<file path="src/rtl/conv_pkg.sv">
// Shared constants for the convolution input loader.
// Holds the state encoding, the default sizes and the TUSER field positions.
package conv_pkg;

  localparam int DEF_INW  = 12;
  localparam int DEF_R    = 9;
  localparam int DEF_C    = 8;
  localparam int DEF_MAXK = 4;

  localparam int TUSER_NEWW  = 0;
  localparam int TUSER_K_LSB = 1;

  typedef logic [1:0] state_t;

  localparam state_t S_IDLE   = 2'd0;
  localparam state_t S_LOAD_W = 2'd1;
  localparam state_t S_LOAD_X = 2'd2;
  localparam state_t S_DONE   = 2'd3;

endpackage

</file>
<file path="src/rtl/memory_dual_port.sv">
// Simple dual-port RAM: one write port, one registered read port.
// Contents are never cleared.
module memory_dual_port #(
  parameter int WIDTH = 12,
  parameter int DEPTH = 16,
  parameter int AW    = $clog2(DEPTH)
) (
  input  logic             clk,
  input  logic             we,
  input  logic [AW-1:0]    waddr,
  input  logic [WIDTH-1:0] wdata,
  input  logic [AW-1:0]    raddr,
  output logic [WIDTH-1:0] rdata
);

  logic [WIDTH-1:0] mem [DEPTH];
  logic [WIDTH-1:0] rdata_q;

  always_ff @(posedge clk) begin
    if (we) mem[waddr] <= wdata;
    rdata_q <= mem[raddr];
  end

  assign rdata = rdata_q;

endmodule

</file>
<file path="src/rtl/conv_input_loader.sv">
// AXI-Stream loader filling the W and X memories of the conv accelerator.
// Holds off the stream while the datapath works on a completed set.
module conv_input_loader
  import conv_pkg::*;
#(
  parameter int INW  = DEF_INW,
  parameter int R    = DEF_R,
  parameter int C    = DEF_C,
  parameter int MAXK = DEF_MAXK,
  localparam int XADDRW = $clog2(R*C),
  localparam int WADDRW = $clog2(MAXK*MAXK),
  localparam int KW     = $clog2(MAXK+1)
) (
  input  logic              clk,
  input  logic              reset,
  input  logic [INW-1:0]    INPUT_TDATA,
  input  logic              INPUT_TVALID,
  input  logic [KW:0]       INPUT_TUSER,
  output logic              INPUT_TREADY,
  output logic              inputs_loaded,
  input  logic              compute_finished,
  output logic [KW-1:0]     K,
  input  logic [XADDRW-1:0] X_read_addr,
  output logic [INW-1:0]    X_data,
  input  logic [WADDRW-1:0] W_read_addr,
  output logic [INW-1:0]    W_data
);

  localparam int KKW = 2*KW;
  localparam logic [XADDRW-1:0] X_LAST = XADDRW'(R*C-1);

  state_t            state_q, state_d;
  logic [KW-1:0]     k_q, k_d;
  logic [WADDRW-1:0] w_cnt_q, w_cnt_d;
  logic [XADDRW-1:0] x_cnt_q, x_cnt_d;
  logic              loaded_q, loaded_d;

  logic              hs;
  logic              new_w;
  logic [KW-1:0]     k_raw, k_new;
  logic [KKW-1:0]    kk_last;
  logic              w_we, x_we;
  logic [WADDRW-1:0] w_waddr;
  logic [XADDRW-1:0] x_waddr;

  assign INPUT_TREADY = (state_q != S_DONE) && !reset;
  assign hs = INPUT_TVALID && INPUT_TREADY;

  assign new_w = INPUT_TUSER[TUSER_NEWW];
  assign k_raw = INPUT_TUSER[TUSER_K_LSB +: KW];
  assign kk_last = KKW'(k_q) * KKW'(k_q) - KKW'(1);

  always_comb begin
    k_new = k_raw;
    if (k_raw == '0)
      k_new = KW'(1);
    else if (k_raw > KW'(MAXK))
      k_new = KW'(MAXK);
  end

  always_comb begin
    state_d = state_q;
    k_d     = k_q;
    w_cnt_d = w_cnt_q;
    x_cnt_d = x_cnt_q;
    w_we    = 1'b0;
    x_we    = 1'b0;
    w_waddr = w_cnt_q;
    x_waddr = x_cnt_q;
    unique case (state_q)
      S_IDLE: begin
        if (hs && new_w) begin
          k_d     = k_new;
          w_we    = 1'b1;
          w_waddr = '0;
          w_cnt_d = WADDRW'(1);
          x_cnt_d = '0;
          state_d = (k_new == KW'(1)) ? S_LOAD_X : S_LOAD_W;
        end else if (hs) begin
          x_we    = 1'b1;
          x_waddr = '0;
          x_cnt_d = XADDRW'(1);
          state_d = S_LOAD_X;
        end
      end
      S_LOAD_W: begin
        if (hs) begin
          w_we    = 1'b1;
          w_cnt_d = w_cnt_q + WADDRW'(1);
          if (KKW'(w_cnt_q) == kk_last) begin
            x_cnt_d = '0;
            state_d = S_LOAD_X;
          end
        end
      end
      S_LOAD_X: begin
        if (hs) begin
          x_we    = 1'b1;
          x_cnt_d = x_cnt_q + XADDRW'(1);
          if (x_cnt_q == X_LAST) state_d = S_DONE;
        end
      end
      S_DONE: begin
        if (compute_finished) begin
          state_d = S_IDLE;
          w_cnt_d = '0;
          x_cnt_d = '0;
        end
      end
      default: state_d = S_IDLE;
    endcase
  end

  assign loaded_d = (state_d == S_DONE);

  always_ff @(posedge clk) begin
    if (reset) begin
      state_q  <= S_IDLE;
      k_q      <= '0;
      w_cnt_q  <= '0;
      x_cnt_q  <= '0;
      loaded_q <= 1'b0;
    end else begin
      state_q  <= state_d;
      k_q      <= k_d;
      w_cnt_q  <= w_cnt_d;
      x_cnt_q  <= x_cnt_d;
      loaded_q <= loaded_d;
    end
  end

  assign K = k_q;
  assign inputs_loaded = loaded_q;

  memory_dual_port #(
    .WIDTH (INW),
    .DEPTH (MAXK*MAXK),
    .AW    (WADDRW)
  ) u_w_mem (
    .clk   (clk),
    .we    (w_we),
    .waddr (w_waddr),
    .wdata (INPUT_TDATA),
    .raddr (W_read_addr),
    .rdata (W_data)
  );

  memory_dual_port #(
    .WIDTH (INW),
    .DEPTH (R*C),
    .AW    (XADDRW)
  ) u_x_mem (
    .clk   (clk),
    .we    (x_we),
    .waddr (x_waddr),
    .wdata (INPUT_TDATA),
    .raddr (X_read_addr),
    .rdata (X_data)
  );

endmodule

</file>
<file path="config.mk">
export PLATFORM = sky130hd
export DESIGN_NAME = conv_input_loader
export DESIGN_NICKNAME = d
export VERILOG_FILES = /design/src/rtl/conv_pkg.sv /design/src/rtl/memory_dual_port.sv /design/src/rtl/conv_input_loader.sv
export SDC_FILE = /design/constraint.sdc
export NUM_CORES = 1
export LEC_CHECK = 0
export CORE_ASPECT_RATIO = 0.6
export CORE_UTILIZATION = 53
export CTS_CLUSTER_SIZE = 8
export DETAILED_ROUTE_END_ITERATION = 10
export PLACE_DENSITY = 0.7
export SETUP_SLACK_MARGIN = 0.05
export SYNTH_ARGS = -nofsm -noshare
export SYNTH_HDL_FRONTEND = slang
export SYNTH_SLANG_ARGS = --single-unit
</file>
<file path="constraint.sdc">
create_clock -name clk -period 3 [get_ports clk]
set_clock_uncertainty 0.15 [all_clocks]
set_input_delay 0.3 -clock clk [delete_from_list [all_inputs] [get_ports clk]]
set_output_delay 0.3 -clock clk [all_outputs]
set_load 0.01 [all_outputs]
</file>
==> PnR_summary.wiki <==
{| class="wikitable"
! Metric !! Value
|-
| Run status || finished, final reports clean
|-
| Weighted congestion reported at the end of routability-driven placement || 0.904
|-
| Flip-flop cell with the highest count after synthesis || sky130_fd_sc_hd__edfxtp_1
|-
| Dominant cell by count in the synthesized netlist || sky130_fd_sc_hd__edfxtp_1
|-
| Slew Limit Fails || 0
|-
| Fraction of layout cells with a size suffix above 1 || 32.1%
|-
| Worst path slowest cell || sky130_fd_sc_hd__nor2_1
|-
| Clock net sink count || ~1100
|-
| Ranking of synthesized cells by area || sky130_fd_sc_hd__edfxtp_1, sky130_fd_sc_hd__mux4_2, sky130_fd_sc_hd__dfxtp_1
|-
| Max Fanout on Critical Path || 13
|-
| Async set-reset flop share out of synthesis || 0%
|-
| Share of the synthesized area in compound gates (AO/OA/AOI/OAI) || roughly 2.0%
|-
| Worst Tran Pin Value || 1.16 ns
|-
| Initial Util || 53.9%
|-
| Required time of the worst setup path || 3.19 ns
|-
| Number of flip-flops and latches in the synthesized netlist || 1097
|-
| Arr. time, crit path || between 3 and 4 ns
|-
| Top Ports || 60
|-
| CTS HTree Levels || 4
|-
| Synth Net Count || ~1900
|-
| Area Growth Syn to Fin || 18.2%
|-
| Post-detailed-route via-to-cell ratio || 6.33
|-
| Final routed DRC violation total || 0
|-
| Max rail drop VDD || approximately 0.58 mV
|-
| Class of the most critical hold timing path || in -> reg
|-
| Hold slack || 0.0351 ns
|-
| Postcts setup bufs || 0
|-
| Post-synthesis mux area share || between 15 and 20%
|-
| TritonCTS clock tree || done
|-
| Clk_lat worst skew || 0.74 ns
|-
| Share of synthesized area occupied by flip-flops and latches || 77.3%
|-
| Pleak || 0.0160 uW
|-
| Unique masters post-synth || between 50 and 60
|-
| Hold Path Cell Cnt || 1
|-
| R2R depth || 6
|-
| Pre-CTS WS || -0.328 ns
|-
| Global-route wire length before repair || 145000 microns
|-
| Stage delay of the slowest cell on the critical path || 0.88 ns
|-
| Post-synthesis instance area || 42100 sq um
|-
| Antenna violations before repair || 5
|-
| Number of cell rows || between 70 and 80
|-
| Initial detailed-routing violation count || 3105
|-
| Post-synthesis adder-cell area fraction || less than 1%
|-
| Share of synthesized cell area in and, or, nand and nor gates || 2.44%
|-
| Synth cell count leaders || sky130_fd_sc_hd__edfxtp_1, sky130_fd_sc_hd__mux4_2, sky130_fd_sc_hd__nor2_1, sky130_fd_sc_hd__clkbuf_1, sky130_fd_sc_hd__dfxtp_1
|-
| Post-layout util || 63.8%
|-
| Top cell type by total area after synthesis || sky130_fd_sc_hd__edfxtp_1
|-
| Clk slew on worst S/H paths || 0.05 ns
|-
| Antenna viol nets, final || 0
|-
| Mapped Avg Cell Area || between 20 and 25 sq um
|-
| Setup repair after global routing missed its margin || no
|-
| Area of the core region || 78000 sq um
|-
| Critical Setup Path Class || reg -> reg
|-
| Detailed-router iteration count before antenna repair || 6
|-
| Endpoint of the most critical setup path || u_x_mem.mem[71][8]
|-
| Number of global-route vias before repair || 21100
|-
| Post-layout minimum cycle time || around 2.8 ns
|-
| Final-report setup violation count || 0
|-
| Die H || 220 microns
|-
| Overall routed net length || 101000 microns
|-
| Final Cycle Share || 94.5%
|-
| Crit Reg-Reg Startpoint || state_q[1]
|-
| Gate Count Post-Synth || 1888
|-
| Worst-case setup margin in the final layout || 0.166 ns
|-
| Number of buffers added by the clock tree synthesis step || ~160
|-
| Pwr Total || between 30000 and 40000 uW
|-
| DIE AREA || 80500 sq um
|-
| Worst slew slack as a fraction of its limit || 22.1%
|-
| DPL Wire Length || 62800 microns
|-
| Root Buffer Master || sky130_fd_sc_hd__clkbuf_16
|-
| Number of buffers inserted by port buffering || 59
|-
| Worst-case clock buffer depth || 3
|-
| Count of max-cap constraint violations || 0
|-
| Number of enable-type register cells in the synthesized netlist || 1056
|-
| Top achievable clock speed || between 300 and 400 MHz
|-
| Area share of the leading cell type in the synthesized netlist || between 70% and 80%
|-
| Combinational family with the most area after synthesis || multiplexers
|-
| Count of vias placed by the detailed router || about 21000
|-
| Capture point of the worst reg-to-reg path || u_x_mem.mem[71][8]
|-
| Overall overflow remaining after global route || 0
|-
| CP cell instances || buf_4, nand2_1, nor2_1, nand2_1, buf_4, nor2_1
|-
| Xor/xnor cell area share of the yosys netlist || 0.0625%
|-
| Worst Setup End Kind || flop
|-
| Total Routing Usage GR || roughly a quarter
|-
| Fin. Hold Viols || 0
|-
| Launching element of the worst setup path || state_q[1]
|-
| Power density cells || 686 nW/um^2
|-
| Nature of the critical path startpoint || flop
|-
| Largest net degree at the start of global routing || 89
|-
| Chip width || 366 microns
|-
| WL/cell || roughly 30 microns
|-
| Internal reg-to-reg setup slack || 0.17 ns
|-
| Layout Nets || 2270
|-
| Synth warnings || 0
|}
[layout make-up]
type	count	area, sq um
multi-input combinational	683	8990
antenna	2	5.00
timing repair buffer	293	2590
tap	1053	1320
clock buffer	202	4080
sequential	1097	32500
clock inverter	15	195
fill	5082	28300
inverter	7	26.3
[per-layer routing]
| metal | vias to the layer above | global-route usage (%) | part of all wire (%) | wire length, microns |
|---|---|---|---|---|
| li1 | 8676 | - | - | - |
| met1 | 11100 | 37.5 | 42 | 42100 |
| met2 | 1259 | 36.2 | 44 | 44500 |
| met3 | 170 | 8.32 | 12 | 11800 |
| met4 | 0 | 8.74 | 2.4 | 2430 |
| met5 | - | 0 | 0 | 0 |
[metrics by stage]
| step | cell area [sq um] | TNS, ns | std cells |
|---|---|---|---|
| after floorplan | 42100 | 0 | 1888 |
| after global placement | 45400 | -14.69 | 3125 |
| after detailed placement | 45400 | -19.19 | 3125 |
| after CTS | 49700 | 0 | 3350 |
| after global routing | 49700 | 0 | 3350 |
| final | 49700 | 0 | 3352 |
[flip-flops by register name, summed over array words and instances, names as in the netlist]
register and count:
x_cnt_q 7, u_x_mem.mem 864, u_w_mem.mem 192, u_w_mem.rdata 12, u_x_mem.rdata 12, w_cnt_q 4
state_q 2, K 3, inputs_loaded 1
[timing repair]
action / CTS / global route
hold buffers: 8 / 0
setup endpoints to repair: 0 / 2
hold endpoints to repair: 303 / 0
resized for setup: 0 / 1
[worst min-delay path by stage]
stage,start,to,slack [ns]
after floorplan,INPUT_TDATA[0],u_w_mem.mem[0][0],0.25
after global placement,x_cnt_q[6],x_cnt_q[6],0.39
after detailed placement,K[0],K[0],0.40
after CTS,INPUT_TDATA[4],u_x_mem.mem[58][4],0.005
after global routing,INPUT_TDATA[4],u_x_mem.mem[46][4],0.03
final,INPUT_TDATA[4],u_x_mem.mem[46][4],0.04
[power by group]
group	internal, uW	switching (uW)
clock	9390	6120
sequential	16900	24.6
combinational	708	978
[placed cells by master, fill, tap and decap left out, types with 6 or more instances in the layout]
master                            synthesis  routed
sky130_fd_sc_hd__a211oi_1                 9       9
sky130_fd_sc_hd__a21oi_1                 28      28
sky130_fd_sc_hd__a22oi_1                 12      12
sky130_fd_sc_hd__a31oi_1                  6       6
sky130_fd_sc_hd__buf_12                   0      23
sky130_fd_sc_hd__buf_2                   26      13
sky130_fd_sc_hd__buf_4                   19     206
sky130_fd_sc_hd__clkbuf_1                43      46
sky130_fd_sc_hd__clkbuf_16                0     156
sky130_fd_sc_hd__clkdlybuf4s50_1          0      40
sky130_fd_sc_hd__clkinv_8                 0       7
sky130_fd_sc_hd__dfxtp_1                 41      41
sky130_fd_sc_hd__dlygate4sd3_1            0       8
sky130_fd_sc_hd__edfxtp_1              1056    1056
sky130_fd_sc_hd__inv_1                    7       7
sky130_fd_sc_hd__inv_6                    0       6
sky130_fd_sc_hd__mux2_2                  18      18
sky130_fd_sc_hd__mux2i_1                 22      22
sky130_fd_sc_hd__mux4_2                 296     296
sky130_fd_sc_hd__nand2_1                 27      27
sky130_fd_sc_hd__nand2b_1                 8       8
sky130_fd_sc_hd__nand3_1                 28      28
sky130_fd_sc_hd__nand3b_1                 8       8
sky130_fd_sc_hd__nor2_1                 112     111
sky130_fd_sc_hd__nor2b_1                  8       8
sky130_fd_sc_hd__nor3_1                   6       6
sky130_fd_sc_hd__o21ai_0                  7       7
sky130_fd_sc_hd__o21ai_1                  6       6
sky130_fd_sc_hd__o22ai_1                 14      14
sky130_fd_sc_hd__or3_1                    9       9
[worst max-delay path: cells and delay by family, from the launching register on]
kind | cells | cell delay, ns
AND/OR/NAND/NOR | 4 | 1.54
buffers and inverters | 2 | 0.39
flip-flops | 1 | 0.34
[logic make-up (layout without fill, tap and decap cells)]
logic type / count (synthesis) / in the layout
XOR/XNOR: 3 / 3
adder cells (fa/ha/maj): 2 / 2
other: 0 / 2
multiplexers: 336 / 336
flip-flops: 1097 / 1097
buffers and inverters: 108 / 517
AO/OA/AOI/OAI: 120 / 120
AND/OR/NAND/NOR: 222 / 222
(Power assumes the default switching activity.)
